==> src/rtl/save_image_mul_pipe.sv <==
// Pipelined multiplier with valid/ready flow control, per-operand signedness,
// optional rounding right shift and optional saturation of the result.
module save_image_mul_pipe #(
    parameter int DIN0_WIDTH  = 17,
    parameter int DIN1_WIDTH  = 12,
    parameter bit DIN0_SIGNED = 1'b1,
    parameter bit DIN1_SIGNED = 1'b0,
    parameter int DOUT_WIDTH  = 29,
    parameter int NUM_STAGE   = 3,
    parameter int SHIFT       = 0,
    parameter bit SATURATE    = 1'b0,
    parameter int TAG_WIDTH   = 1
) (
    input  logic                  clk,
    input  logic                  reset,
    input  logic                  in_valid,
    output logic                  in_ready,
    input  logic [DIN0_WIDTH-1:0] din0,
    input  logic [DIN1_WIDTH-1:0] din1,
    input  logic [TAG_WIDTH-1:0]  in_tag,
    output logic                  out_valid,
    input  logic                  out_ready,
    output logic [DOUT_WIDTH-1:0] dout,
    output logic [TAG_WIDTH-1:0]  out_tag,
    output logic                  out_ovf
);

    localparam int FULL_W     = DIN0_WIDTH + DIN1_WIDTH;
    localparam int PROD_W     = FULL_W + 2;
    // One bit of headroom above the exact product so the rounding add cannot wrap.
    localparam int RW         = FULL_W + 3;
    localparam bit RES_SIGNED = DIN0_SIGNED | DIN1_SIGNED;
    localparam int RS         = (NUM_STAGE > 1) ? 1 : 0;
    localparam int HI_EXP     = RES_SIGNED ? DOUT_WIDTH - 1 : DOUT_WIDTH;
    localparam int RND_SH     = (SHIFT > 0) ? SHIFT - 1 : 0;

    localparam logic signed [RW-1:0] ONE  = RW'(1);
    localparam logic signed [RW-1:0] HI_B = (ONE <<< HI_EXP) - ONE;
    localparam logic signed [RW-1:0] LO_B = RES_SIGNED ? -(ONE <<< HI_EXP) : '0;
    localparam logic signed [RW-1:0] RND  = (SHIFT > 0) ? (ONE <<< RND_SH) : '0;

    if (DIN0_WIDTH < 2 || DIN0_WIDTH > 32 ||
        DIN1_WIDTH < 2 || DIN1_WIDTH > 32 ||
        DOUT_WIDTH < 2 || DOUT_WIDTH > FULL_W ||
        NUM_STAGE < 1 || NUM_STAGE > 8 ||
        SHIFT < 0 || SHIFT > FULL_W - 1 ||
        TAG_WIDTH < 1) begin : g_bad_param
        $error("save_image_mul_pipe: parameter out of legal range");
    end

    logic adv;

    assign adv      = out_ready | ~out_valid;
    assign in_ready = adv;

    // Operand source: registered in stage 0 when the pipe is deep enough,
    // otherwise the whole datapath sits in front of the single stage.
    logic [DIN0_WIDTH-1:0] a_src;
    logic [DIN1_WIDTH-1:0] b_src;

    if (NUM_STAGE > 1) begin : g_opreg
        logic [DIN0_WIDTH-1:0] a_q;
        logic [DIN1_WIDTH-1:0] b_q;

        always_ff @(posedge clk) begin
            if (adv) begin
                a_q <= din0;
                b_q <= din1;
            end
        end

        assign a_src = a_q;
        assign b_src = b_q;
    end else begin : g_opdirect
        assign a_src = din0;
        assign b_src = din1;
    end

    logic signed [DIN0_WIDTH:0] a_x;
    logic signed [DIN1_WIDTH:0] b_x;
    logic signed [PROD_W-1:0]   prod;
    logic signed [RW-1:0]       prod_w;
    logic signed [RW-1:0]       rounded;

    assign a_x     = {(DIN0_SIGNED ? a_src[DIN0_WIDTH-1] : 1'b0), a_src};
    assign b_x     = {(DIN1_SIGNED ? b_src[DIN1_WIDTH-1] : 1'b0), b_src};
    assign prod    = PROD_W'(a_x) * PROD_W'(b_x);
    assign prod_w  = RW'(prod);
    assign rounded = (prod_w + RND) >>> SHIFT;

    logic                  over;
    logic                  under;
    logic                  fit_ovf;
    logic [DOUT_WIDTH-1:0] fit_dout;

    always_comb begin
        over     = rounded > HI_B;
        under    = rounded < LO_B;
        fit_ovf  = over | under;
        fit_dout = rounded[DOUT_WIDTH-1:0];
        if (SATURATE && over) begin
            fit_dout = HI_B[DOUT_WIDTH-1:0];
        end else if (SATURATE && under) begin
            fit_dout = LO_B[DOUT_WIDTH-1:0];
        end
    end

    // Valid and tag travel from stage 0; result and overflow join at stage RS.
    logic [NUM_STAGE-1:0]  vld_q;
    logic [TAG_WIDTH-1:0]  tag_q [NUM_STAGE];
    logic [DOUT_WIDTH-1:0] res_q [RS:NUM_STAGE-1];
    logic [NUM_STAGE-1:RS] ovf_q;

    always_ff @(posedge clk or posedge reset) begin
        if (reset) begin
            vld_q <= '0;
            ovf_q <= '0;
            for (int i = 0; i < NUM_STAGE; i++) begin
                tag_q[i] <= '0;
            end
            for (int i = RS; i < NUM_STAGE; i++) begin
                res_q[i] <= '0;
            end
        end else if (adv) begin
            vld_q[0]  <= in_valid;
            tag_q[0]  <= in_tag;
            res_q[RS] <= fit_dout;
            ovf_q[RS] <= fit_ovf;
            for (int i = 1; i < NUM_STAGE; i++) begin
                vld_q[i] <= vld_q[i-1];
                tag_q[i] <= tag_q[i-1];
            end
            for (int i = RS + 1; i < NUM_STAGE; i++) begin
                res_q[i] <= res_q[i-1];
                ovf_q[i] <= ovf_q[i-1];
            end
        end
    end

    assign out_valid = vld_q[NUM_STAGE-1];
    assign dout      = res_q[NUM_STAGE-1];
    assign out_tag   = tag_q[NUM_STAGE-1];
    assign out_ovf   = ovf_q[NUM_STAGE-1];

endmodule

==> config.mk <==
export PLATFORM = sky130hd
export DESIGN_NAME = save_image_mul_pipe
export DESIGN_NICKNAME = d
export VERILOG_FILES = /design/src/rtl/save_image_mul_pipe.sv
export SDC_FILE = /design/constraint.sdc
export NUM_CORES = 1
export LEC_CHECK = 0
export CAP_MARGIN = 20
export CORE_MARGIN = 2
export CORE_UTILIZATION = 55
export CTS_BUF_LIST = sky130_fd_sc_hd__clkbuf_8
export CTS_CLUSTER_SIZE = 16
export DETAILED_ROUTE_END_ITERATION = 16
export PLACE_DENSITY = 0.81
export SYNTH_ARGS = -nofsm -noshare
export SYNTH_HDL_FRONTEND = slang
export SYNTH_SLANG_ARGS = --single-unit
==> constraint.sdc <==
create_clock -name clk -period 6.8 [get_ports clk]
set_input_delay 1.02 -clock clk [delete_from_list [all_inputs] [get_ports clk]]
set_output_delay 1.02 -clock clk [all_outputs]
set_load 0.02 [all_outputs]
==> results of run 1 <==
final timing paths:
path	from	endpoint	slack, ns
max in group asynchronous	reset	res_q[36]	5.12
min in group asynchronous	reset	dout[26]	1.15
max	b_src[1]	ovf_q[1]	0.73
min	dout[27]	dout[27]	0.47
max reg2reg	b_src[1]	ovf_q[1]	0.73
min reg2reg	dout[27]	dout[27]	0.47
tightest hold or removal path, stage by stage (launching register included):
cell,delay [ns]
dfrtp_1,0.36
nand2_1,0.05
nand2_1,0.05
layer usage:
| layer | global-route usage, % | wire (µm) | up-vias |
|---|---|---|---|
| met5 | 0 | 0 | - |
| met4 | 5.437 | 270 | 0 |
| met3 | 5.250 | 1571 | 18 |
| met2 | 34.50 | 9897 | 254 |
| met1 | 31.10 | 10240 | 3697 |
| li1 | - | - | 3565 |
state kept, by name (all words and copies together), names as in the netlist:
signal   count
dout        29
res_q       29
a_src       17
b_src       12
vld_q        3
ovf_q        2
tag_q        2
out_tag      1
layout make-up:
type | instances | share of cell area, %
Sequential cell | 95 | 21.01
Clock inverter | 7 | 0.6773
Timing Repair Buffer | 70 | 5.752
Tap cell | 270 | 2.813
Inverter | 276 | 8.638
Multi-Input combinational cell | 764 | 60.08
Clock buffer | 9 | 1.032
cells in the final DEF, fill, tap and decap left out, types with 3 or more instances in the layout:
master           instances
a211oi_1                 6
a21o_1                   7
a21oi_1                 30
a31oi_1                  3
and2_1                  91
and3_1                   3
buf_4                    4
clkbuf_8                 9
clkdlybuf4s50_1         66
dfrtp_1                 66
edfxtp_1                29
fa_1                   188
ha_1                    69
inv_1                  274
nand2_1                257
nand2b_1                 5
nand3_1                  6
nor2_1                  19
o211ai_1                 4
o21ai_0                 13
o21ai_1                  5
o21bai_1                 5
xnor2_1                 16
xor2_1                  10
kinds of logic after synthesis:
| logic type | Yosys count |
|---|---|
| AND/OR/NAND/NOR | 392 |
| buffers and inverters | 357 |
| adder cells (fa/ha/maj) | 257 |
| flip-flops | 95 |
| AO/OA/AOI/OAI | 88 |
| XOR/XNOR | 27 |
metrics by stage:
| step | worst slack [ns] | instances | hold slack [ns] | utilization [%] |
|---|---|---|---|---|
| 2_1_floorplan | 1.311 | 1216 | 0.4300 | - |
| 3_5_place_dp | 0.7201 | 1475 | 0.4522 | 58.71 |
| 3_3_place_gp | 0.7805 | 1475 | 0.4464 | 58.71 |
| 4_1_cts | 0.6661 | 1491 | 0.4784 | 59.73 |
| 5_1_grt | 0.3742 | 1491 | 0.5014 | 59.73 |
| 6_report | 0.7304 | 1491 | 0.4734 | 59.73 |
==> impl_metrics.csv, run 1 <==
group,metric,value,unit
logic_synthesis,synth-seq-area-share,22.57,%
clock_network,clockBufferDepth,2,
global_routing,grt_start_max_net_pins,70,
clock_network,worst_skew_pair_later_pin_latency,0.41,ns
drt,route.final.wire_length,21980,µm
drt,detail_route.drc_violations,0,
timing,post-route-period-util,89.26,%
worst_setup_path,levels_on_crit_path,19,
flow_run,max_cap_viol_count,0,
drt,detail_route.wl_per_cell,14.74,µm
worst_setup_path,timing.critical_path.arrival,6.40,ns
final_layout,layout.cell_area.non_filler,12010,µm²
logic_synthesis,mappedNetlistNets,1507,
clock_network,cts_tree,"yes",
final_layout,final_layout_size_suffix_gt1_share,2.211,%
logic_synthesis,synth_top_area_cell,"fa_1",
worst_setup_path,crit_path_max_incr_delay,0.62,ns
worst_setup_path,worstSetupEndpointType,"flip-flop",
worst_setup_path,timing.critical_path.buf_inv,4,
clock_network,cts-root-buf,"clkbuf_8",
global_routing,initial_antenna_violation_count,0,
worst_setup_path,slowest_cell_on_crit_path,"edfxtp_1",
logic_synthesis,adder_cell_share_of_the_synthesized_area,41.39,%
timing,final_max_slew_viol_count,0,
drt,route.detailed.vias_per_inst,5.053,
logic_synthesis,syn_avg_cell_area,9.193,µm²
placed_design,globalplace.congestion,0.8946,
timing,finalClockSkew,0.01723,ns
drt,dr.pass1.iters,5,
timing,tightestPinTransition,0.7964,ns
clock_network,hold_buffers,0,
drt,antenna_left,0,
global_routing,total_congestion_overflow_after_global_routing,0,
floorplanning,floorplan.die.width,146.6,µm
timing,fmaxAchievable,0.1648,GHz
logic_synthesis,synth-xor-area-share,2.239,%
timing,tns,0,ns
global_routing,grt_pass1_vias,7896,
run_status,status,"finished, final reports clean",
logic_synthesis,yosys-top-cells-count,"inv_1, nand2_1, fa_1",
clock_network,cts_setup_buffers,0,
drt,via_count,7534,
floorplanning,floorplan.die_area,21480,µm²
logic_synthesis,synthesis.instances,1216,
min_path,hold-path-cell-count,2,
worst_setup_path,critical_path.most_common_cell,"fa_1",
worst_setup_path,critical_path.top_delay_family,"adder cells",
clock_network,cts.clk_slew.worst_paths,0.11,ns
worst_setup_path,cp_cell_sequence,"and2_1 > fa_1 > inv_1 > fa_1 > inv_1 > fa_1 > inv_1 > fa_1 > fa_1 > inv_1 > ha_1 > and2_4 > nand3_1 > a2111oi_1 > and4bb_1 > o21ai_2 > a31oi_1 > xnor3_1 > o21ai_1",
timing,timing.final.hold_violations,0,
clock_network,cts.sink_count,95,
placed_design,placedInstanceArea,11800,µm²
worst_setup_path,criticalPathCategory,"reg2reg",
logic_synthesis,yosys.cell_count.top_type,"inv_1",
worst_setup_path,register_to_register_path_depth,19,
final_layout,multiInputGateArea,7214,µm²
min_path,timing.hold.worst.class,"reg2reg",
worst_setup_path,worst_ep_required_time,7.13,ns
final_layout,regArea,2522,µm²
logic_synthesis,yosys_warnings,0,
floorplanning,initial_core_util,55.60,%
clock_network,cts-buffers-inserted,9,
logic_synthesis,synth-edff-count,29,
logic_synthesis,fraction_of_the_mapped_netlist_area_in_simple_logic_gates,15.78,%
final_layout,nets,1507,
timing,post-route-min-period,6.070,ns
global_routing,grt_util_all_layers,21.92,%
logic_synthesis,syn_area,11180,µm²
placed_design,post-dp-hpwl,17560,µm
logic_synthesis,asyncSetResetFlopFracSynth,69.47,%
worst_setup_path,critical_path.startpoint_type,"flip-flop",
floorplanning,placement_rows,52,
logic_synthesis,ys_seq_elements,95,
clock_network,htree_num_levels,3,
floorplanning,die_y,146.6,µm
logic_synthesis,netlist.area_leader.share,33.67,%
final_layout,area_growth,7.421,%
timing,relative_slew_slack,46.91,%
final_layout,antennaDiodeCount,0,
floorplanning,core_area,20100,µm²
drt,drt_first_iter_violations,558,
logic_synthesis,synth_top_family_by_area,"adder cells",
logic_synthesis,synth_compound_gate_area_share,5.059,%
placed_design,port_buffers,66,
timing,rsz0062_at_grt,"no",
logic_synthesis,yosysUniqueCellTypes,46,
global_routing,grt_first_pass_wirelength,37920,µm
logic_synthesis,synthMuxAreaShare,0,%
floorplanning,ios,67,
logic_synthesis,ys.flop_type,"dfrtp_1",
logic_synthesis,synthTopCellsByArea,"fa_1, dfrtp_1, inv_1, nand2_1, edfxtp_1",
timing,setup_viol_count_final,0,
clock_network,cts_resized,0,
final_layout,num-fill-cells,1684,
worst_setup_path,critical_path_peak_fanout,17,
Power of run 1 is not shown: default switching activity piles up to over one toggle a cycle in this logic, so the estimate is an artifact.
==> inputs of run 2 (changes only) <==
--- a/config.mk
+++ b/config.mk
@@ -6,6 +6,7 @@
 export NUM_CORES = 1
 export LEC_CHECK = 0
 export CAP_MARGIN = 20
+export CORE_ASPECT_RATIO = 0.9
 export CORE_MARGIN = 2
 export CORE_UTILIZATION = 55
 export CTS_BUF_LIST = sky130_fd_sc_hd__clkbuf_8
==> run 2 against run 1 <==
- sequential share of layout area is essentially flat
- global-route usage grew 0.95 points
- critical path type unchanged
- cell count shrank 0.87%
- largest cell class unchanged
- highest routed layer unchanged
==> impl_metrics.csv, run 2 (synthesis gave the netlist of run 1 again) <==
group,metric,value,unit
run_status,status,"finished, final reports clean",
final_layout,final_layout_size_suffix_gt1_share,2.371,%
floorplanning,initial_core_util,55.93,%
timing,tightestPinTransition,1.048,ns
drt,route.final.wire_length,22720,µm
global_routing,initial_antenna_violation_count,0,
floorplanning,die_y,139.2,µm
global_routing,gr-max-usage-layer,"met2",
timing,tns,0,ns
drt,dr.pass1.iters,6,
clock_network,cts.sink_count,95,
clock_network,cts_resized,0,
clock_network,hold_buffers,0,
min_path,timing.hold.worst.class,"reg2reg",
clock_network,htree_num_levels,3,
clock_network,cts_setup_buffers,0,
clock_network,cts_tree,"yes",
floorplanning,placement_rows,49,
timing,post-route-period-util,90.36,%
timing,post-route-min-period,6.145,ns
worst_setup_path,critical_path.startpoint_type,"flip-flop",
clock_network,cts.clk_slew.worst_paths,0.12,ns
clock_network,clockBufferDepth,2,
floorplanning,floorplan.die.width,154.3,µm
clock_network,cts-buffers-inserted,9,
final_layout,nets,1509,
timing,setup_viol_count_final,0,
drt,drt_first_iter_violations,439,
floorplanning,floorplan.die_area,21480,µm²
placed_design,post-dp-hpwl,17840,µm
global_routing,global_route.usage.met2,38.71,%
worst_setup_path,register_to_register_path_depth,19,
clock_network,worst_skew_pair_later_pin_latency,0.40,ns
drt,detail_route.drc_violations,0,
global_routing,grt_start_max_net_pins,97,
flow_run,max_cap_viol_count,0,
drt,route.detailed.vias_per_inst,5.161,
final_layout,most_frequent_cells_in_the_layout,"inv_1, nand2_1, fa_1, and2_1, ha_1",
timing,finalWorstSetupSlack,0.6554,ns
drt,via_count,7628,
clock_network,cts-root-buf,"clkbuf_8",
placed_design,dpl_worst_slack,0.7508,ns
global_routing,grt_first_pass_wirelength,39060,µm
placed_design,port_buffers,66,
worst_setup_path,timing.critical_path.arrival,6.47,ns
timing,fmaxAchievable,0.1627,GHz
global_routing,total_congestion_overflow_after_global_routing,0,
global_routing,grt_util_all_layers,22.87,%
min_path,hold-path-cell-count,1,
worst_setup_path,worstSetupEndpointType,"flip-flop",
timing,relative_slew_slack,30.11,%
timing,finalClockSkew,0.02326,ns
floorplanning,core_area,19990,µm²
global_routing,grt_use_met3,5.793,%
floorplanning,ios,67,
final_layout,most_frequent_standard_cell_in_the_layout_excluding_fill_and_tap_cells,"inv_1",
final_layout,num-fill-cells,1693,
timing,timing.final.hold_violations,0,
global_routing,grt_pass1_vias,8195,
final_layout,area_growth,7.533,%
worst_setup_path,critical_path_peak_fanout,17,
drt,antenna_left,0,
timing,final_max_slew_viol_count,0,
placed_design,globalplace.congestion,0.9116,
final_layout,antennaDiodeCount,0,
timing,rsz0062_at_grt,"no",
worst_setup_path,criticalPathCategory,"reg2reg",
drt,detail_route.wl_per_cell,15.37,µm
worst_setup_path,worst_ep_required_time,7.13,ns
global_routing,grtUsageMet1,29.63,%
==> run 2: critical path: stages, from the launching register on <==
cell	delay, ns
edfxtp_1	0.66
and2_1	0.27
fa_1	0.50
inv_1	0.05
fa_1	0.50
inv_1	0.06
fa_1	0.48
fa_1	0.54
inv_1	0.08
fa_1	0.53
inv_1	0.04
ha_1	0.33
a2111oi_0	0.40
o21ai_1	0.16
o2111ai_1	0.25
o211ai_1	0.26
a21oi_1	0.21
xnor2_1	0.20
xnor3_1	0.44
o21ai_1	0.12
==> run 2: final cells by class <==
type / instances / area (µm²) / share of cell area [%]
flip-flops and latches: 95 / 2522 / 20.98
clock inverters: 7 / 97.59 / 0.8119
multi-input cells: 764 / 7214 / 60.02
clock buffers: 9 / 123.9 / 1.030
inverters: 276 / 1037 / 8.629
repair buffers: 72 / 705.7 / 5.871
well taps: 255 / 319.1 / 2.654
==> run 2: through the flow <==
step / util [%] / area (µm²) / std cells / hold WS, ns
6_report: 60.14 / 12020 / 1478 / 0.4691
5_1_grt: 60.14 / 12020 / 1478 / 0.4886
4_1_cts: 60.14 / 12020 / 1478 / 0.4764
3_5_place_dp: 59.03 / 11800 / 1462 / 0.4515
3_3_place_gp: 59.03 / 11800 / 1462 / 0.4413
2_1_floorplan: - / 11180 / 1216 / 0.4300
==> run 2: path summary, 6_finish.rpt <==
| path | startpoint | end | slack (ns) |
|---|---|---|---|
| worst max-delay path | b_src[2] | ovf_q[1] | 0.66 |
| worst max register to register | b_src[2] | ovf_q[1] | 0.66 |
| max in group asynchronous | reset | res_q[43] | 5.09 |
| min in group asynchronous | reset | out_tag | 1.18 |
| worst min-delay path | vld_q[1] | vld_q[2] | 0.47 |
| worst min register to register | vld_q[1] | vld_q[2] | 0.47 |
==> run 2: routing by layer <==
metal  vias to the layer above  part of all wire (%)
met3                        41                   7.0
li1                       3559                     -
met4                         0                   2.3
met2                       263                    48
met5                         -                     0
met1                      3765                    43
Power of run 2 is left out for the same reason.
